===== config.mk =====
export PLATFORM = sky130hd
export DESIGN_NAME = fetch_stage
export DESIGN_NICKNAME = d
export VERILOG_FILES = /design/src/rtl/fetch_pkg.sv /design/src/rtl/fetch_fifo.sv /design/src/rtl/fetch_stage.sv
export SDC_FILE = /design/constraint.sdc
export NUM_CORES = 1
export LEC_CHECK = 0
export ABC_AREA = 1
export BUFFER_PORTS_ARGS = -buffer_cell sky130_fd_sc_hd__buf_2
export CAP_MARGIN = 10
export CORE_MARGIN = 1
export CORE_UTILIZATION = 53
export CTS_BUF_LIST = sky130_fd_sc_hd__clkbuf_4 sky130_fd_sc_hd__clkbuf_8
export CTS_CLUSTER_SIZE = 40
export DETAILED_ROUTE_END_ITERATION = 7
export HOLD_SLACK_MARGIN = 0.1
export PLACE_DENSITY = 0.77
export SYNTH_ARGS = -nofsm -noshare
export SYNTH_HDL_FRONTEND = slang
export SYNTH_SLANG_ARGS = --single-unit

===== constraint.sdc =====
create_clock -name Clk -period 4.7 [get_ports Clk]
set_input_delay 0.94 -clock Clk [delete_from_list [all_inputs] [get_ports Clk]]
set_output_delay 0.94 -clock Clk [all_outputs]
set_load 0.005 [all_outputs]

===== src/rtl/fetch_pkg.sv =====
// Shared types and constants for the instruction-fetch stage.
package fetch_pkg;

  // Width of the PC field carried in buffer entries; the stage's ADDR_W must not exceed it.
  localparam int FETCH_ADDR_W = 32;

  localparam logic [FETCH_ADDR_W-1:0] RESET_PC_DEFAULT = 32'h0000_0000;
  localparam logic [31:0]             NOP_INSTR        = 32'h0000_0000;

  // One buffered fetch: the word and the PC it was read from.
  typedef struct packed {
    logic [FETCH_ADDR_W-1:0] pc;
    logic [31:0]             instr;
  } fetch_entry_t;

endpackage


===== src/rtl/fetch_fifo.sv =====
// Small in-order synchronous FIFO of fetch entries with a single-cycle flush.
// Used both as the request-PC tag queue and as the instruction buffer.
module fetch_fifo
  import fetch_pkg::*;
#(
  parameter int  DEPTH = 2,
  localparam int CNT_W = $clog2(DEPTH) + 1
) (
  input  logic               clk,
  input  logic               rst,
  input  logic               push,
  input  fetch_entry_t       push_data,
  input  logic               pop,
  input  logic               flush,
  output logic               full,
  output logic               empty,
  output logic [CNT_W-1:0]   count,
  output fetch_entry_t       head
);

  localparam int PTR_W = $clog2(DEPTH);

  fetch_entry_t     mem_q [DEPTH];
  fetch_entry_t     mem_d [DEPTH];
  logic [PTR_W-1:0] rd_ptr_q, rd_ptr_d;
  logic [PTR_W-1:0] wr_ptr_q, wr_ptr_d;
  logic [CNT_W-1:0] count_q, count_d;

  // Next pointers/count; flush wins over a same-cycle push or pop.
  always_comb begin
    mem_d    = mem_q;
    rd_ptr_d = rd_ptr_q;
    wr_ptr_d = wr_ptr_q;
    count_d  = count_q;
    if (flush) begin
      rd_ptr_d = '0;
      wr_ptr_d = '0;
      count_d  = '0;
    end else begin
      if (push) begin
        mem_d[wr_ptr_q] = push_data;
        wr_ptr_d        = wr_ptr_q + PTR_W'(1);
      end
      if (pop) begin
        rd_ptr_d = rd_ptr_q + PTR_W'(1);
      end
      case ({push, pop})
        2'b10:   count_d = count_q + CNT_W'(1);
        2'b01:   count_d = count_q - CNT_W'(1);
        default: count_d = count_q;
      endcase
    end
  end

  // Pointer and occupancy registers.
  always_ff @(posedge clk) begin
    if (rst) begin
      rd_ptr_q <= '0;
      wr_ptr_q <= '0;
      count_q  <= '0;
    end else begin
      rd_ptr_q <= rd_ptr_d;
      wr_ptr_q <= wr_ptr_d;
      count_q  <= count_d;
    end
  end

  // Entry storage; contents are only meaningful while counted, so no reset.
  always_ff @(posedge clk) begin
    mem_q <= mem_d;
  end

  assign full  = (count_q == CNT_W'(DEPTH));
  assign empty = (count_q == '0);
  assign count = count_q;
  assign head  = mem_q[rd_ptr_q];

  a_no_overflow:  assert property (@(posedge clk) disable iff (rst) !(push && full));
  a_no_underflow: assert property (@(posedge clk) disable iff (rst) !(pop && empty && !flush));

endmodule


===== src/rtl/fetch_stage.sv =====
// Instruction-fetch stage: owns the PC, issues word reads to imem under a
// credit limit, buffers returned words with their PC, and hands them to decode.
// A redirect flushes buffered words and discards responses still in flight.
//
// Decode handshake: instValid/instruction/pcOut/pcPlus4 are held stable while
// instValid=1 and decodeReady=0; a word moves to decode on any rising edge where
// instValid & decodeReady are both 1, and instValid never depends on decodeReady.
module fetch_stage
  import fetch_pkg::*;
#(
  parameter logic [FETCH_ADDR_W-1:0] RESET_PC   = RESET_PC_DEFAULT,
  parameter int                      FIFO_DEPTH = 2,
  parameter int                      ADDR_W     = FETCH_ADDR_W
) (
  input  logic              Clk,
  input  logic              Rst,
  output logic              imemReq,
  output logic [ADDR_W-1:0] imemAddr,
  input  logic              imemValid,
  input  logic [31:0]       imemData,
  input  logic              redirect,
  input  logic [ADDR_W-1:0] redirectTarget,
  output logic [31:0]       instruction,
  output logic [ADDR_W-1:0] pcOut,
  output logic [ADDR_W-1:0] pcPlus4,
  output logic              instValid,
  input  logic              decodeReady
);

  localparam int CNT_W = $clog2(FIFO_DEPTH) + 1;
  localparam int CR_W  = CNT_W + 1;

  logic [ADDR_W-1:0] pc_q, pc_d;
  logic [CNT_W-1:0]  out_q, out_d;
  logic [CNT_W-1:0]  drop_q, drop_d;

  fetch_entry_t      tag_head, tag_push_data;
  fetch_entry_t      buf_head, buf_push_data;
  logic [CNT_W-1:0]  tag_count, buf_count;
  logic              tag_full, tag_empty, buf_full, buf_empty;
  logic              transfer, resp_live, buf_push;
  logic [CR_W-1:0]   credit_used;

  assign instValid = !buf_empty;
  assign transfer  = instValid && decodeReady;
  assign resp_live = imemValid && (drop_q == '0);
  assign buf_push  = resp_live && !redirect;

  // Slots in use once this cycle's decode transfer leaves; counting the
  // departing word lets a freed slot be refilled at once (1 instr/cycle).
  assign credit_used = CR_W'(out_q) + CR_W'(buf_count) - CR_W'(transfer);
  assign imemReq     = !Rst && !redirect && (credit_used < CR_W'(FIFO_DEPTH));
  assign imemAddr    = pc_q;

  assign tag_push_data = '{pc: FETCH_ADDR_W'(pc_q), instr: NOP_INSTR};
  assign buf_push_data = '{pc: tag_head.pc, instr: imemData};

  fetch_fifo #(.DEPTH(FIFO_DEPTH)) u_tag_q (
    .clk       (Clk),
    .rst       (Rst),
    .push      (imemReq),
    .push_data (tag_push_data),
    .pop       (resp_live),
    .flush     (redirect),
    .full      (tag_full),
    .empty     (tag_empty),
    .count     (tag_count),
    .head      (tag_head)
  );

  fetch_fifo #(.DEPTH(FIFO_DEPTH)) u_inst_buf (
    .clk       (Clk),
    .rst       (Rst),
    .push      (buf_push),
    .push_data (buf_push_data),
    .pop       (transfer),
    .flush     (redirect),
    .full      (buf_full),
    .empty     (buf_empty),
    .count     (buf_count),
    .head      (buf_head)
  );

  // Next PC and in-flight/discard counters.
  always_comb begin
    pc_d   = pc_q;
    out_d  = out_q;
    drop_d = drop_q;
    if (redirect) begin
      pc_d = {redirectTarget[ADDR_W-1:2], 2'b00};
    end else if (imemReq) begin
      pc_d = pc_q + ADDR_W'(4);
    end
    case ({imemReq, imemValid})
      2'b10:   out_d = out_q + CNT_W'(1);
      2'b01:   out_d = out_q - CNT_W'(1);
      default: out_d = out_q;
    endcase
    // Every read still in flight after a redirect belongs to the old path.
    if (redirect) begin
      drop_d = out_d;
    end else if (imemValid && (drop_q != '0)) begin
      drop_d = drop_q - CNT_W'(1);
    end
  end

  // PC and counter registers.
  always_ff @(posedge Clk) begin
    if (Rst) begin
      pc_q   <= ADDR_W'(RESET_PC);
      out_q  <= '0;
      drop_q <= '0;
    end else begin
      pc_q   <= pc_d;
      out_q  <= out_d;
      drop_q <= drop_d;
    end
  end

  // An empty buffer presents a NOP at the current fetch PC.
  always_comb begin
    instruction = NOP_INSTR;
    pcOut       = pc_q;
    if (!buf_empty) begin
      instruction = buf_head.instr;
      pcOut       = ADDR_W'(buf_head.pc);
    end
    pcPlus4 = pcOut + ADDR_W'(4);
  end

  a_resp_expected: assert property (@(posedge Clk) disable iff (Rst) imemValid |-> (out_q != '0));
  a_buf_room:      assert property (@(posedge Clk) disable iff (Rst) !(buf_push && buf_full));
  a_tag_room:      assert property (@(posedge Clk) disable iff (Rst) !(imemReq && tag_full));
  a_tag_live:      assert property (@(posedge Clk) disable iff (Rst) resp_live |-> !tag_empty);
  a_tag_balance:   assert property (@(posedge Clk) disable iff (Rst)
                                    (CR_W'(tag_count) + CR_W'(drop_q)) == CR_W'(out_q));
  a_tag_payload:   assert property (@(posedge Clk) disable iff (Rst)
                                    !tag_empty |-> (tag_head.instr == NOP_INSTR));

endmodule


## Word level (Yosys, flattened, before mapping)

Cells that the tools add are included.

- Memory bits (read-only): 0
- RAM bits: 0
- Bits in latches: 0
- Output and inout bits: 130
- Memories: 0
- Register bits: 298

- Multiply operators: 0
- Equal/unequal tests: 4
- Bitwise operators: 5
- Add/sub/neg operators: 13
- Shift-type cells: 0
- Divide/modulo/power cells: 0
- Reductions and logical operators: 20
- Muxes and demuxes: 20
- $lt $le $gt $ge: 7

Operators by type and width:

| operator | number |
|---|---|
| 64-bit two-way mux | 8 |
| 128-bit bitwise mux | 2 |
| 64-bit demux with 1-bit select | 2 |
| 32-bit two-way mux | 4 |
| 32-bit by 3-bit adder with 32-bit output, second input constant | 2 |
| 2-bit >= comparator, second input constant | 4 |
| 1-bit logical AND | 8 |
| 1-bit inverter with 2-bit output | 4 |
| 2-bit one-hot mux with 2 select lines | 2 |
| 2-bit nonzero test | 4 |
| 2-bit by 1-bit subtractor with 2-bit output, second input constant | 3 |
| 1-bit adder, second input constant | 4 |
| 2-bit by 1-bit adder with 2-bit output, second input constant | 2 |
| 2-bit by 1-bit equality test with 1-bit output, second input constant | 2 |
| 2-bit equality test, second input constant | 2 |
| 2-bit logical NOT | 2 |
| 2-bit by 1-bit less-than comparator with 1-bit output, second input constant | 2 |
| 2-bit two-way mux | 2 |
| 2-bit AND reduction | 2 |
| 2-bit by 2-bit adder with 3-bit output | 1 |
| 1-bit logical NOT | 3 |
| 3-bit by 2-bit less-than comparator with 1-bit output, second input constant | 1 |
| 3-bit by 1-bit subtractor with 3-bit output | 1 |
| 2-bit OR reduction | 1 |
| 1-bit inverter | 1 |

## Depth between registers and ports, before layout

- Depth after elaboration: 9
- Mapped depth: 20
- Mapped depth without buffers: 18

## Cells and area by module

A second synthesis with hierarchy kept.

- Cells, all modules: 1,250
- Area total of the unflattened synthesis: 14,254.9 um^2

Modules (own cells, without submodules):

| module | times used | sequential area each (um^2) | cells an instance | area each (um^2) |
|---|---|---|---|---|
| fetch_fifo | 2 | 3,923.8 | 231 | 5,057.4 |
| fetch_stage | 1 | 680.7 | 788 | 4,140.2 |

## Worst setup path after synthesis

Ideal clock, no wire load.

- Kind: input-to-reg
- Start point: input redirect
- End point: register u_inst_buf.mem_q[100] in the netlist's numbering (enable)
- Required time: 4.216 ns
- Data arrival time: 3.898 ns
- Setup time: 0.484 ns
- Cell stages on the path: 4
- Setup slack: 0.319 ns
- Cell sequence: buf_6 nor2_1 inv_1 nor2_1

- Word-level cells in the longest chain between the ends: 3
- Elaborated cells on any way between the ends: 4

Ends and longest elaborated chain:

| element | line | text |
|---|---|---|
| start: declaration | fetch_stage.sv:21 | `input logic redirect,` |
| 1-bit logical NOT | fetch_stage.sv:47 | `assign buf_push = resp_live && !redirect;` |
| 1-bit logical AND | fetch_stage.sv:47 |  |
| 2-bit AND reduction (no line) (*) | -- |  |
| end signal: assignment | fetch_fifo.sv:70 | `mem_q <= mem_d;` |
| end: declaration | fetch_fifo.sv:23 | `fetch_entry_t mem_q [DEPTH];` |

Every way passes the cells marked *; elsewhere a longest branch is shown, timed or not.
A chain may end at the register's enable or synchronous reset.

## Worst setup path after layout

- Start point: register u_inst_buf.count_q[0] (netlist: u_inst_buf.count[0])
- End point: output pcPlus4[16]

- Word-level cells in the longest chain between the ends: 3

Ends and longest elaborated chain:

| element | line | text |
|---|---|---|
| start: declaration | fetch_fifo.sv:27 | `logic [CNT_W-1:0] count_q, count_d;` |
| start signal: assignment | fetch_fifo.sv:64 | `count_q <= count_d;` |
| 2-bit logical NOT | fetch_fifo.sv:74 | `assign empty = (count_q == '0);` |
| 32-bit two-way mux | fetch_stage.sv:124 | `if (!buf_empty) begin` |
| 32-bit by 3-bit adder with 32-bit output | fetch_stage.sv:128 | `pcPlus4 = pcOut + ADDR_W'(4);` |
| end: declaration | fetch_stage.sv:25 | `output logic [ADDR_W-1:0] pcPlus4,` |

No other way between the ends.

==> run_results.csv <==
group,metric,value,unit
synthesis,synth-edff-count,184,
synthesis,ys_ff_latch,224,
power,powerDensity,370,nW/um2
floorplanning,rows,52,
sta,period_share,87.0,%
synthesis,synth_common_cells,"540 x nand2_1, 184 x edfxtp_1, 88 x inv_1, 68 x nor2_1, 66 x a21oi_1",
grt,grt.total_usage,26.7,%
setup_path,critPathCaptureType,"primary output",
grt,busiest_layer,"met2",
synthesis,synth-seq-area-share,57.5,%
setup_path,crit_path_start_kind,"flip-flop",
floorplanning,die_h,146,um
layout,area_growth,16.8,%
clock_tree,cts_root_buf,"clkbuf_8",
clock_tree,path_clk_slew,0.06,ns
status,outcome,"complete, no violations",
power,power.switching,1270,uW
synthesis,ys_types,41,
route,finalWirelength,28500,um
route,wl_per_cell,16.4,um
clock_tree,post_cts_buffers,0,
place,dp_hpwl,19400,um
layout,drive_gt1_share,21.2,%
clock_tree,htree_levels,2,
route,vias,9166,
power,finalPower,4750,uW
layout,layout.nets,1525,
synthesis,netlist_area,11000,um2
sta,clock_skew,0.0255,ns
power,ir_drop,0.249,mV
sta,period_needed,4.09,ns
grt,grt_max_degree,63,
synthesis,synth_area_leaders,"edfxtp_1 50%, nand2_1 18%, dfxtp_1 7.3%",
clock_tree,clk_latency,0.53,ns
sta,tightest_slew,0.910,ns
setup_path,arrival,3.15,ns
job,max_cap_violations,0,
floorplanning,die_x,146,um
floorplanning,start_util,54.2,%
layout,stdcell_area,12800,um2
sta,max_freq,0.244,GHz
route,drtIter0Drc,697,
place,port_buffers,190,
setup_path,reg2reg_slack,1.28,ns
clock_tree,cts_buffers,37,
worst_hold_path,min_to,"drop_q[1]$_SDFFE_PP0P_",
power,p_leak,0.00559,uW
synthesis,synth_top_area_share,50.3,%
route,via_per_inst,5.26,
synthesis,ys_warn_count,0,
floorplanning,core,20300,um2
setup_path,crit_fanout,53,
power,internal_power,3480,uW
sta,hold_ws,0.520,ns
synthesis,synth_flop_cell,"edfxtp_1",
sta,hold_viol,0,
route,drc_errors,0,
clock_tree,cts_tree,"built",
route,postRouteAntennaNets,0,
grt,grt_pass1_wl,44200,um
setup_path,r2r_end,"drop_q[1]$_SDFFE_PP0P_",
sta,tns,0,ns
grt,grt_pass1_vias,8694,
place,placed_area,12100,um2
floorplanning,dieArea,21300,um2
worst_hold_path,hold_depth,2,
setup_path,crit_type,"flip-flop to primary output",
clock_tree,ctsHoldBuffers,0,
layout,utilization,63.2,%
setup_path,reg2reg_from,"u_inst_buf.count[0]$_SDFFE_PP0P_",
worst_hold_path,holdCritPathClass,"flip-flop to flip-flop",
grt,gr-usage-met1,33.7,%
synthesis,syn_avg_cell_area,8.76,um2
synthesis,async_reset_ff_share,0,%
power,p_clk_share,35.6,%
grt,antenna_found_initial,0,
setup_path,worstPathRequired,3.76,ns
synthesis,yosysTopAreaCell,"edfxtp_1",
clock_tree,post_cts_resize_count,0,
synthesis,synthCells,1255,
power,p_seq_share,50.3,%
power,power_frac_comb,14.1,%
sta,setup_viol,0,
route,drt_first_pass_iters,6,
sta,final_max_slew_viol_count,0,
floorplanning,io-pin-count,199,
setup_path,cp-startpoint,"u_inst_buf.count[0]$_SDFFE_PP0P_",
grt,use_met2,44.7,%
layout,diodes,0,
grt,met3_usage,5.09,%
grt,grt_overflow,0,
clock_tree,cts.sinks,224,
sta,max_slew_margin,39.3,%
synthesis,yosysMostFrequentCell,"nand2_1",
place,place_congestion,0.885,
worst_hold_path,min_from,"drop_q[1]$_SDFFE_PP0P_",
layout,n_fill_cell,1651,
clock_tree,cts.path.max_buffers,3,
sta,grt_setup_unrepaired,"no",
setup_path,r2r_cells,18,
power,p_sw_share,26.7,%
## area by class of cell
cell class / instances / area [um2] / area share, %
timing repair buffer: 200 / 1040 / 8.09
sequential: 224 / 6330 / 49.3
tap: 270 / 338 / 2.63
multi-input combinational: 890 / 4030 / 31.4
clock buffer: 50 / 651 / 5.07
clock inverter: 13 / 86.3 / 0.672
inverter: 95 / 364 / 2.84
## state kept, by name, summed over array words and instances (netlist names)
signal / count
u_inst_buf.rd_ptr_q: 1
u_inst_buf.wr_ptr_q: 1
u_tag_q.wr_ptr_q: 1
u_tag_q.mem_q: 60
imemAddr: 30
u_inst_buf.count: 2
u_inst_buf.mem_q: 124
out_q: 2
u_tag_q.rd_ptr_q: 1
drop_q: 2
## layer usage
metal  part of all wire [%]  up-vias
li1                       -     4477
met1                     40     4157
met2                     47      447
met3                    9.0       85
met4                    3.9        0
met5                      0        -
## cell families (layout without fill, tap and decap cells)
kind of cell	Yosys count	after routing	share of synthesized area [%]
AND/OR/NAND/NOR	737	737	27.9
other	1	6	0.0341
AO/OA/AOI/OAI	115	115	5.48
buffers and inverters	146	358	6.13
adder cells (fa/ha/maj)	8	8	0.979
flip-flops	224	224	57.5
XOR/XNOR	24	24	1.91
## stage by stage
| step | cells | setup WS [ns] |
|---|---|---|
| after floorplan | 1260 | 0.319 |
| after global placement | 1679 | 1.00 |
| after detailed placement | 1679 | 0.994 |
| after CTS | 1742 | 0.578 |
| after global routing | 1742 | 0.413 |
| final | 1742 | 0.610 |
## worst max path at each step
| stage | endpoint | slack (ns) | depth (start not counted) |
|---|---|---|---|
| 2_1_floorplan | u_inst_buf.mem_q[100]$_DFFE_PP_ | 0.32 | 4 |
| 3_3_place_gp | drop_q[1]$_SDFFE_PP0P_ | 1.0 | 17 |
| 3_5_place_dp | drop_q[1]$_SDFFE_PP0P_ | 0.99 | 17 |
| 4_1_cts | pcPlus4[16] | 0.58 | 13 |
| 5_1_grt | pcPlus4[16] | 0.41 | 13 |
| 6_report | pcPlus4[16] | 0.61 | 13 |
## cells in the final DEF (no fill, tap or decap), types with 2 or more instances in the layout
cell and count:
nand2_1 540, buf_2 190, edfxtp_1 184, inv_1 88
a21oi_1 66, nor2_1 64, nand3_1 64, clkbuf_8 44
dfxtp_1 39, o21ai_0 36, xor2_1 23, nand2_2 17
nor2_2 13, nor3_1 11, nor2_4 10, buf_4 9
ha_1 7, a31oi_1 6, conb_1 6, clkinv_1 6
clkbuf_4 6, inv_2 5, nand4_1 5, clkinv_2 5
nand3b_1 3, o211ai_1 3, or2_2 2, nor3_2 2
o21a_1 2
## power by group through the flow
stage | Combinational (uW) | Clock, uW | Sequential, uW
3_3_place_gp | 646 | 0 | 2420
3_5_place_dp | 665 | 0 | 2420
2_1_floorplan | 418 | 0 | 2400
6_report | 670 | 1690 | 2390
4_1_cts | 669 | 1720 | 2380
5_1_grt | 747 | 1800 | 2400
## critical path, cell delays in order (launching register included)
cell     delay, ns
dfxtp_1       0.32
inv_2         0.13
nand2_8       0.21
inv_4         0.44
nand2_1       0.09
nand2_1       0.19
ha_1          0.25
nand3_1       0.13
nor2_2        0.15
nand2_2       0.11
inv_1         0.11
nand2_1       0.07
xor2_1        0.22
buf_2         0.16
No activity file was read; power rests on OpenSTA's default activity.
